`config.mk`:
```
export PLATFORM = sky130hd
export DESIGN_NAME = muldiv_sequencer
export DESIGN_NICKNAME = d
export VERILOG_FILES = /design/src/rtl/muldiv_sequencer.sv
export SDC_FILE = /design/constraint.sdc
export NUM_CORES = 1
export LEC_CHECK = 0
export CAP_MARGIN = 10
export CORE_ASPECT_RATIO = 0.5
export CORE_MARGIN = 2
export CORE_UTILIZATION = 54
export DETAILED_ROUTE_END_ITERATION = 7
export GPL_TIMING_DRIVEN = 0
export HOLD_SLACK_MARGIN = 0.15
export PLACE_DENSITY = 0.85
export SYNTH_ARGS = -nofsm -noshare
export SYNTH_HDL_FRONTEND = slang
export SYNTH_SLANG_ARGS = --single-unit
```
`constraint.sdc`:
```
create_clock -name Clk -period 3.6 [get_ports Clk]
set_input_delay 0.36 -clock Clk [delete_from_list [all_inputs] [get_ports Clk]]
set_output_delay 0.36 -clock Clk [all_outputs]
set_load 0.005 [all_outputs]
```
`src/rtl/muldiv_sequencer.sv`:
```
// Sequential multiply/divide unit. One radix-2 iteration per clock: shift-and-add
// for MULT/MULTU, restoring shift-subtract for DIV/DIVU. Both run on magnitudes,
// and the signs are restored in a final fixup cycle. HI/LO hold the last result.
module muldiv_sequencer #(
  parameter int WIDTH = 32
) (
  input  logic             Clk,
  input  logic             reset,
  input  logic             start,
  input  logic [1:0]       op,
  input  logic [WIDTH-1:0] rs_val,
  input  logic [WIDTH-1:0] rt_val,
  output logic             busy,
  output logic             done,
  output logic [WIDTH-1:0] hi,
  output logic [WIDTH-1:0] lo,
  output logic             div_by_zero,
  output logic [5:0]       count
);

  localparam logic [5:0] LastIter = 6'(WIDTH);

  typedef enum logic [1:0] {IDLE, CALC, FIXUP, DONE} state_t;

  state_t               state_q, state_d;
  logic [1:0]           opReg_q, opReg_d;
  logic                 signA_q, signA_d;
  logic                 signB_q, signB_d;
  logic [2*WIDTH-1:0]   work_q, work_d;
  logic [WIDTH-1:0]     operand_q, operand_d;
  logic [WIDTH-1:0]     hi_q, hi_d;
  logic [WIDTH-1:0]     lo_q, lo_d;
  logic                 dbz_q, dbz_d;
  logic [5:0]           count_q, count_d;

  logic                 rsNeg, rtNeg;
  logic [WIDTH-1:0]     rsMag, rtMag;
  logic [WIDTH:0]       mulSum;
  logic [2*WIDTH-1:0]   mulNext;
  logic [WIDTH:0]       remShift;
  logic [WIDTH:0]       diff;
  logic [2*WIDTH-1:0]   divNext;

  assign busy        = (state_q == CALC) || (state_q == FIXUP);
  assign done        = (state_q == DONE);
  assign hi          = hi_q;
  assign lo          = lo_q;
  assign div_by_zero = dbz_q;
  assign count       = count_q;

  // Operand magnitude and sign extraction, and one iteration step for each datapath
  always_comb begin
    rsNeg    = ~op[0] & rs_val[WIDTH-1];
    rtNeg    = ~op[0] & rt_val[WIDTH-1];
    rsMag    = rsNeg ? -rs_val : rs_val;
    rtMag    = rtNeg ? -rt_val : rt_val;
    mulSum   = {1'b0, work_q[2*WIDTH-1:WIDTH]} + {1'b0, operand_q};
    mulNext  = work_q[0] ? {mulSum, work_q[WIDTH-1:1]} : {1'b0, work_q[2*WIDTH-1:1]};
    remShift = {work_q[2*WIDTH-1:WIDTH], work_q[WIDTH-1]};
    diff     = remShift - {1'b0, operand_q};
    divNext  = diff[WIDTH] ? {remShift[WIDTH-1:0], work_q[WIDTH-2:0], 1'b0}
                           : {diff[WIDTH-1:0], work_q[WIDTH-2:0], 1'b1};
  end

  // Next-state logic: accept in IDLE/DONE, iterate in CALC, sign-correct and commit in FIXUP
  always_comb begin
    state_d   = state_q;
    opReg_d   = opReg_q;
    signA_d   = signA_q;
    signB_d   = signB_q;
    work_d    = work_q;
    operand_d = operand_q;
    hi_d      = hi_q;
    lo_d      = lo_q;
    dbz_d     = dbz_q;
    count_d   = count_q;
    unique case (state_q)
      IDLE, DONE: begin
        if (state_q == DONE) begin
          state_d = IDLE;
          count_d = '0;
        end
        if (start) begin
          opReg_d = op;
          signA_d = rsNeg;
          signB_d = rtNeg;
          count_d = '0;
          dbz_d   = 1'b0;
          if (op[1] && (rt_val == '0)) begin
            dbz_d   = 1'b1;
            hi_d    = rs_val;
            lo_d    = '1;
            work_d  = '0;
            state_d = DONE;
          end else if (op[1]) begin
            work_d    = {{WIDTH{1'b0}}, rsMag};
            operand_d = rtMag;
            state_d   = CALC;
          end else begin
            work_d    = {{WIDTH{1'b0}}, rtMag};
            operand_d = rsMag;
            state_d   = CALC;
          end
        end
      end
      CALC: begin
        work_d  = opReg_q[1] ? divNext : mulNext;
        count_d = count_q + 6'd1;
        if (count_q + 6'd1 == LastIter) begin
          state_d = FIXUP;
        end
      end
      FIXUP: begin
        if (opReg_q[1]) begin
          lo_d = (signA_q ^ signB_q) ? -work_q[WIDTH-1:0] : work_q[WIDTH-1:0];
          hi_d = signA_q ? -work_q[2*WIDTH-1:WIDTH] : work_q[2*WIDTH-1:WIDTH];
        end else begin
          {hi_d, lo_d} = (signA_q ^ signB_q) ? -work_q : work_q;
        end
        state_d = DONE;
      end
      default: state_d = IDLE;
    endcase
  end

  // State and datapath registers, cleared asynchronously so an abort never commits
  always_ff @(posedge Clk or negedge reset) begin
    if (!reset) begin
      state_q   <= IDLE;
      opReg_q   <= '0;
      signA_q   <= 1'b0;
      signB_q   <= 1'b0;
      work_q    <= '0;
      operand_q <= '0;
      hi_q      <= '0;
      lo_q      <= '0;
      dbz_q     <= 1'b0;
      count_q   <= '0;
    end else begin
      state_q   <= state_d;
      opReg_q   <= opReg_d;
      signA_q   <= signA_d;
      signB_q   <= signB_d;
      work_q    <= work_d;
      operand_q <= operand_d;
      hi_q      <= hi_d;
      lo_q      <= lo_d;
      dbz_q     <= dbz_d;
      count_q   <= count_d;
    end
  end

endmodule

```
### Yosys cells after proc, flatten, opt, wreduce, memory -nomap -nowiden

Index checks and enable logic that the tools add are counted.

* add/subtract/negate cells: 8
* eq/ne operators: 8
* mux-type cells: 30
* bitwise logic cells: 5
* reduce and logical (&&, ||, !) cells: 13

Operators with widths (number)
* 32-bit 2-to-1 mux: 13
* 64-bit 2-to-1 mux: 5
* 32-bit negation: 4
* 32-bit case mux with 2 select lines: 2
* 64-bit case mux with 2 select lines: 1
* 64-bit negation: 1
* 32-bit by 32-bit adder with 33-bit output: 1
* 33-bit by 32-bit subtractor with 33-bit output: 1
* 32-bit logical NOT: 1
* 6-bit 2-to-1 mux: 2
* 6-bit case mux with 2 select lines: 1
* 2-bit 2-to-1 mux: 4
* 2-bit AND reduction: 4
* 6-bit by 1-bit adder with 6-bit output (second input constant): 1
* 6-bit equality test (second input constant): 1
* 2-bit case mux with 3 select lines: 1
* 3-bit AND reduction: 2
* 2-bit equality test (second input constant): 2
* 2-bit inequality test (second input constant): 2
* 2-bit nonzero test: 2
* 3-bit inequality test (second input constant): 1
* 1-bit bitwise AND: 2
* 2-bit by 1-bit equality test with 1-bit output (second input constant): 1
* 2-bit logical NOT: 1
* other kinds (7): 8

* bits in registers: 173
* input port bits: 69
* output and inout bits: 73
* word-level logic and storage cells: 74

### Depth between registers and ports, before layout

* depth in word-level cells: 7
* mapped depth: 14
* mapped depth without buffers: 12

### Worst setup path after synthesis

No wires, ideal clock.

* path type: register to register
* start point: reg work_q[0]
* end point: reg hi_q[8], in the netlist hi[8]
* data arrival time: 3.549 ns
* data required time: 3.469 ns
* slack: -0.080 ns
* stages on the path, launching flop included: 14
* clock period less this slack: 3.680 ns
* path through: dfrtp_1 > inv_1 > clkbuf_1 > ha_1 > or4b_1 > or3_1 > or4_4 > or4_1 > buf_2 > and2_4 > buf_6 > or3_1 > a31oi_1 > o21ai_1

* word-level cells in the longest chain between the ends: 4

Ends and longest elaborated chain
* start: declaration: line 29 `logic [2*WIDTH-1:0] work_q, work_d;`
* start signal: assignment: line 144 `work_q <= work_d;`
* 64-bit negation: line 118 `{hi_d, lo_d} = (signA_q ^ signB_q) ? -work_q : work_q;`
* 64-bit 2-to-1 mux: line 118
* 32-bit 2-to-1 mux: line 114 `if (opReg_q[1]) begin`
* 32-bit case mux with 2 select lines: line 77 `unique case (state_q)`
* end signal: assignment: line 146 `hi_q <= hi_d;`
* end: declaration: line 31 `logic [WIDTH-1:0] hi_q, hi_d;`

Every way passes these cells.
A chain may end at the register's enable or synchronous reset.

### Worst setup path after layout

* start point: reg work_q[0]
* end point: reg hi_q[15], in the netlist hi[15]

Same word-level chain as after synthesis.

==> flow_metrics.env <==
export IMPL_layout_core_utilization_pct=66.6
export IMPL_worstSetupStartpointType="register"
export IMPL_worst_setup_hold_path_clk_slew_ns=0.08
export IMPL_die_footprint_um2=29900
export IMPL_violations_in_the_final_reports="negative setup slack"
export IMPL_synthFlopType="dfrtp_1"
export IMPL_setup_slack_of_the_critical_path_after_layout_ns=-0.0246
export IMPL_cellPowerDensity_nw_per_um2=1130
export IMPL_timing_rr_start="work_q[0]$_DFFE_PN0P_"
export IMPL_worstPathMaxFanout=6
export IMPL_fin_skew_ns=0.0124
export IMPL_ys_warnings=0
export IMPL_final_period_minus_worst_setup_slack_ns=3.62
export IMPL_r2r_slack_ns=-0.02
export IMPL_core_um2=27900
export IMPL_routed_wl_um=59200
export IMPL_min_delay_path_class="input pin to asynchronous set/reset pin"
export IMPL_worst_hold_slack_ns=0.458
export IMPL_unrepaired_setup_endpoints_after_global_routing="yes"
export IMPL_ys_types=72
export IMPL_routed_wire_length_per_instance_um=23.0
export IMPL_intPower_mw=9.81
export IMPL_syn_cell_area_um2=15400
export IMPL_post_route_cell_area_um2=18600
export IMPL_die_height_um=123
export IMPL_cts_tree="done"
export IMPL_port_buffer_count=140
export IMPL_clock_sinks=172
export IMPL_ios=142
export IMPL_seq_power_share_pct=19.0
export IMPL_status="finished, violations left"
export IMPL_postSynthRegisterBits=172
export IMPL_globalRoute_totalOverflow=0
export IMPL_detailed_place_area_um2=17300
export IMPL_gp_routability_congestion=1.02
export IMPL_p_leak_nw=7.68
export IMPL_die_width_um=243
export IMPL_arrival_ns=3.99
export IMPL_vdd_drop_max_uv=525
export IMPL_layout_common_cells="a21oi_1 (220), nand2_1 (201), o21ai_0 (185)"
export IMPL_crit_type="register to register"
export IMPL_grt_use_total_pct=38.5
export IMPL_number_of_flops_mapped_to_enable_cells_by_yosys=0
export IMPL_clock_latency_of_the_later_clocked_register_in_the_worst_skew_pair_ns=0.47
export IMPL_drt_pass1_iter_count=7
export IMPL_antenna_cells_inserted=0
export IMPL_final_clock_period_utilization_by_the_worst_path_pct=101
export IMPL_seq_area_frac_synth_pct=28.0
export IMPL_setup_viol_count_final=1
export IMPL_place_detailed_hpwl_um=44500
export IMPL_layout_commonest_cell="a21oi_1"
export IMPL_r2r_end="hi[15]$_DFFE_PN0P_"
export IMPL_vias=16900
export IMPL_max_cap_violations=0
export IMPL_tightestPinTransition_ns=1.32
export IMPL_nets=2321
export IMPL_initial_utilization_pct=55.2
export IMPL_total_power_consumption_mw=21.0
export IMPL_maxSlewHeadroom_pct=11.5
export IMPL_synth_async_sr_flop_share_pct=100
export IMPL_max_freq_mhz=276
export IMPL_timing_final_hold_violations=0
export IMPL_number_of_buffers_inserted_during_clock_tree_synthesis=17
export IMPL_worst_endpoint_required_ns=3.96
export IMPL_final_antenna_net_count=0
export IMPL_cts_buffer_depth=2
export IMPL_post_synth_net_total=2139
export IMPL_grt_first_pass_wirelength_um=88500
export IMPL_std_cell_rows=43
export IMPL_synth_cells=1996
export IMPL_p_sw_mw=11.2
export IMPL_syn2layout_area_growth_pct=20.7
export IMPL_layout_drive_gt1_share_pct=8.31
export IMPL_cts_root_buffer="clkbuf_16"
export IMPL_avgSynthCellArea_um2=7.70
export IMPL_final_fill_count=2385
export IMPL_combinationalPowerShare_pct=71.7
export IMPL_ff2ff_path_depth=10
export IMPL_clock_share_of_power_pct=9.4
export IMPL_initial_antenna_violation_count=1
export IMPL_h_tree_depth=4
export IMPL_via_count_of_the_first_global_routing_pass=15300
export IMPL_power_switching_share_pct=53.4
export IMPL_route_detailed_drc=0
export IMPL_grt_start_max_net_pins=93
export IMPL_viasPerCell=6.56
export IMPL_timing_critical_path_to_type="register"
export IMPL_report_final_slew_viol_count=0
export IMPL_detailedRoute_firstIterationViolations=2390
==> metal layers <==
metal | vias up | routed length [µm] | track usage [%]
li1 | 7588 | - | -
met1 | 7962 | 24300 | 54.0
met2 | 1136 | 24800 | 58.0
met3 | 180 | 7930 | 9.62
met4 | 2 | 2100 | 13.8
met5 | - | 13 | 0
==> Yosys cell counts, drive strengths merged, types with 9 or more instances <==
cell,n,share of area (%)
a211oi,15,0.73
o22a,16,0.91
or4,16,0.83
nor3b,14,0.68
inv,74,1.8
a31oi,35,1.4
nor2b,20,0.81
a21o,33,1.6
xor2,75,4.3
mux2i,56,3.6
o31ai,20,0.98
dfrtp,172,28
o21ai,205,6.7
nand3,24,0.78
nor4,15,0.71
nor2,172,4.2
ha,72,5.9
or3,21,0.85
xnor2,90,5.1
buf,23,0.72
nand2,201,4.9
nand2b,16,0.65
nor3,71,2.3
o21a,16,0.78
mux2,23,1.7
and3,13,0.53
clkbuf,108,2.6
o211ai,14,0.68
a21oi,225,7.3
a221oi,10,0.57
o31a,9,0.51
nand4,13,0.53
o221ai,12,0.68
==> repair_timing <==
item | in CTS | in global routing
hold endpoints to repair | 91 | 0
resized for setup | 68 | 79
gates cloned | 2 | 0
hold buffers | 1 | 0
setup buffers | 18 | 7
endpoints found under the setup margin | 135 | 137
pin swaps | 18 | 17
==> state kept, by name, summed over array words and instances (netlist names) <==
signal and flops:
div_by_zero 1, state_q 2, lo 32, work_q 64
hi 32, signB_q 1, opReg_q 1, operand_q 32
count 6, signA_q 1
==> how the worst max path moves through the flow <==
| stage | startpoint | to | depth (start not counted) |
|---|---|---|---|
| floorplan | work_q[0]$_DFFE_PN0P_ | hi[8]$_DFFE_PN0P_ | 13 |
| global placement | reset | work_q[59]$_DFFE_PN0P_ | 1 |
| detailed placement | work_q[31]$_DFFE_PN0P_ | work_q[37]$_DFFE_PN0P_ | 13 |
| CTS | work_q[0]$_DFFE_PN0P_ | hi[28]$_DFFE_PN0P_ | 14 |
| global route | work_q[54]$_DFFE_PN0P_ | work_q[60]$_DFFE_PN0P_ | 12 |
| finish | work_q[0]$_DFFE_PN0P_ | hi[15]$_DFFE_PN0P_ | 10 |
==> critical path, stage by stage (launching register included) <==
cell     delay (ns)
dfrtp_2        0.43
buf_4          0.17
or4_4          0.54
or4_4          0.54
or3_1          0.38
buf_6          0.15
or3_4          0.39
o31a_1         0.38
xnor2_1        0.23
a21oi_1        0.11
a21o_1         0.19
==> power groups by stage <==
| stage | Clock [mW] | Sequential [mW] | Combinational (mW) |
|---|---|---|---|
| global route | 2.02 | 4.03 | 16.1 |
| CTS | 1.95 | 3.87 | 14.1 |
| detailed placement | 0 | 3.90 | 13.4 |
| floorplan | 0 | 3.51 | 9.41 |
| global placement | 0 | 3.88 | 13.2 |
| finish | 1.97 | 3.99 | 15.1 |
==> through the flow <==
step                setup WS [ns]  TNS, ns  instances
floorplan                  0.0335        0       1996
global placement            -5.03  -983.10       2518
detailed placement          -1.19  -115.61       2520
CTS                        -0.161   -0.834       2571
global route              -0.0341   -0.147       2573
finish                    -0.0246  -0.0246       2573
==> cell families after synthesis <==
family | Yosys count | synth area share, %
AO/OA/AOI/OAI | 684 | 27.2
XOR/XNOR | 165 | 9.40
adder cells (fa/ha/maj) | 74 | 6.12
buffers and inverters | 205 | 5.17
flip-flops | 172 | 28.0
multiplexers | 79 | 5.33
AND/OR/NAND/NOR | 617 | 18.8
==> area by class of cell <==
cell class | count | area (µm²) | share of cell area, %
Multi-Input combinational cell | 1619 | 10600 | 57.3
Sequential cell | 172 | 4320 | 23.3
Timing Repair Buffer | 168 | 1680 | 9.07
Buffer | 126 | 558 | 3.01
Tap cell | 382 | 478 | 2.58
Clock buffer | 21 | 460 | 2.48
Inverter | 74 | 283 | 1.52
Clock inverter | 11 | 135 | 0.728
Note: power is estimated with default switching activity, not from simulation.
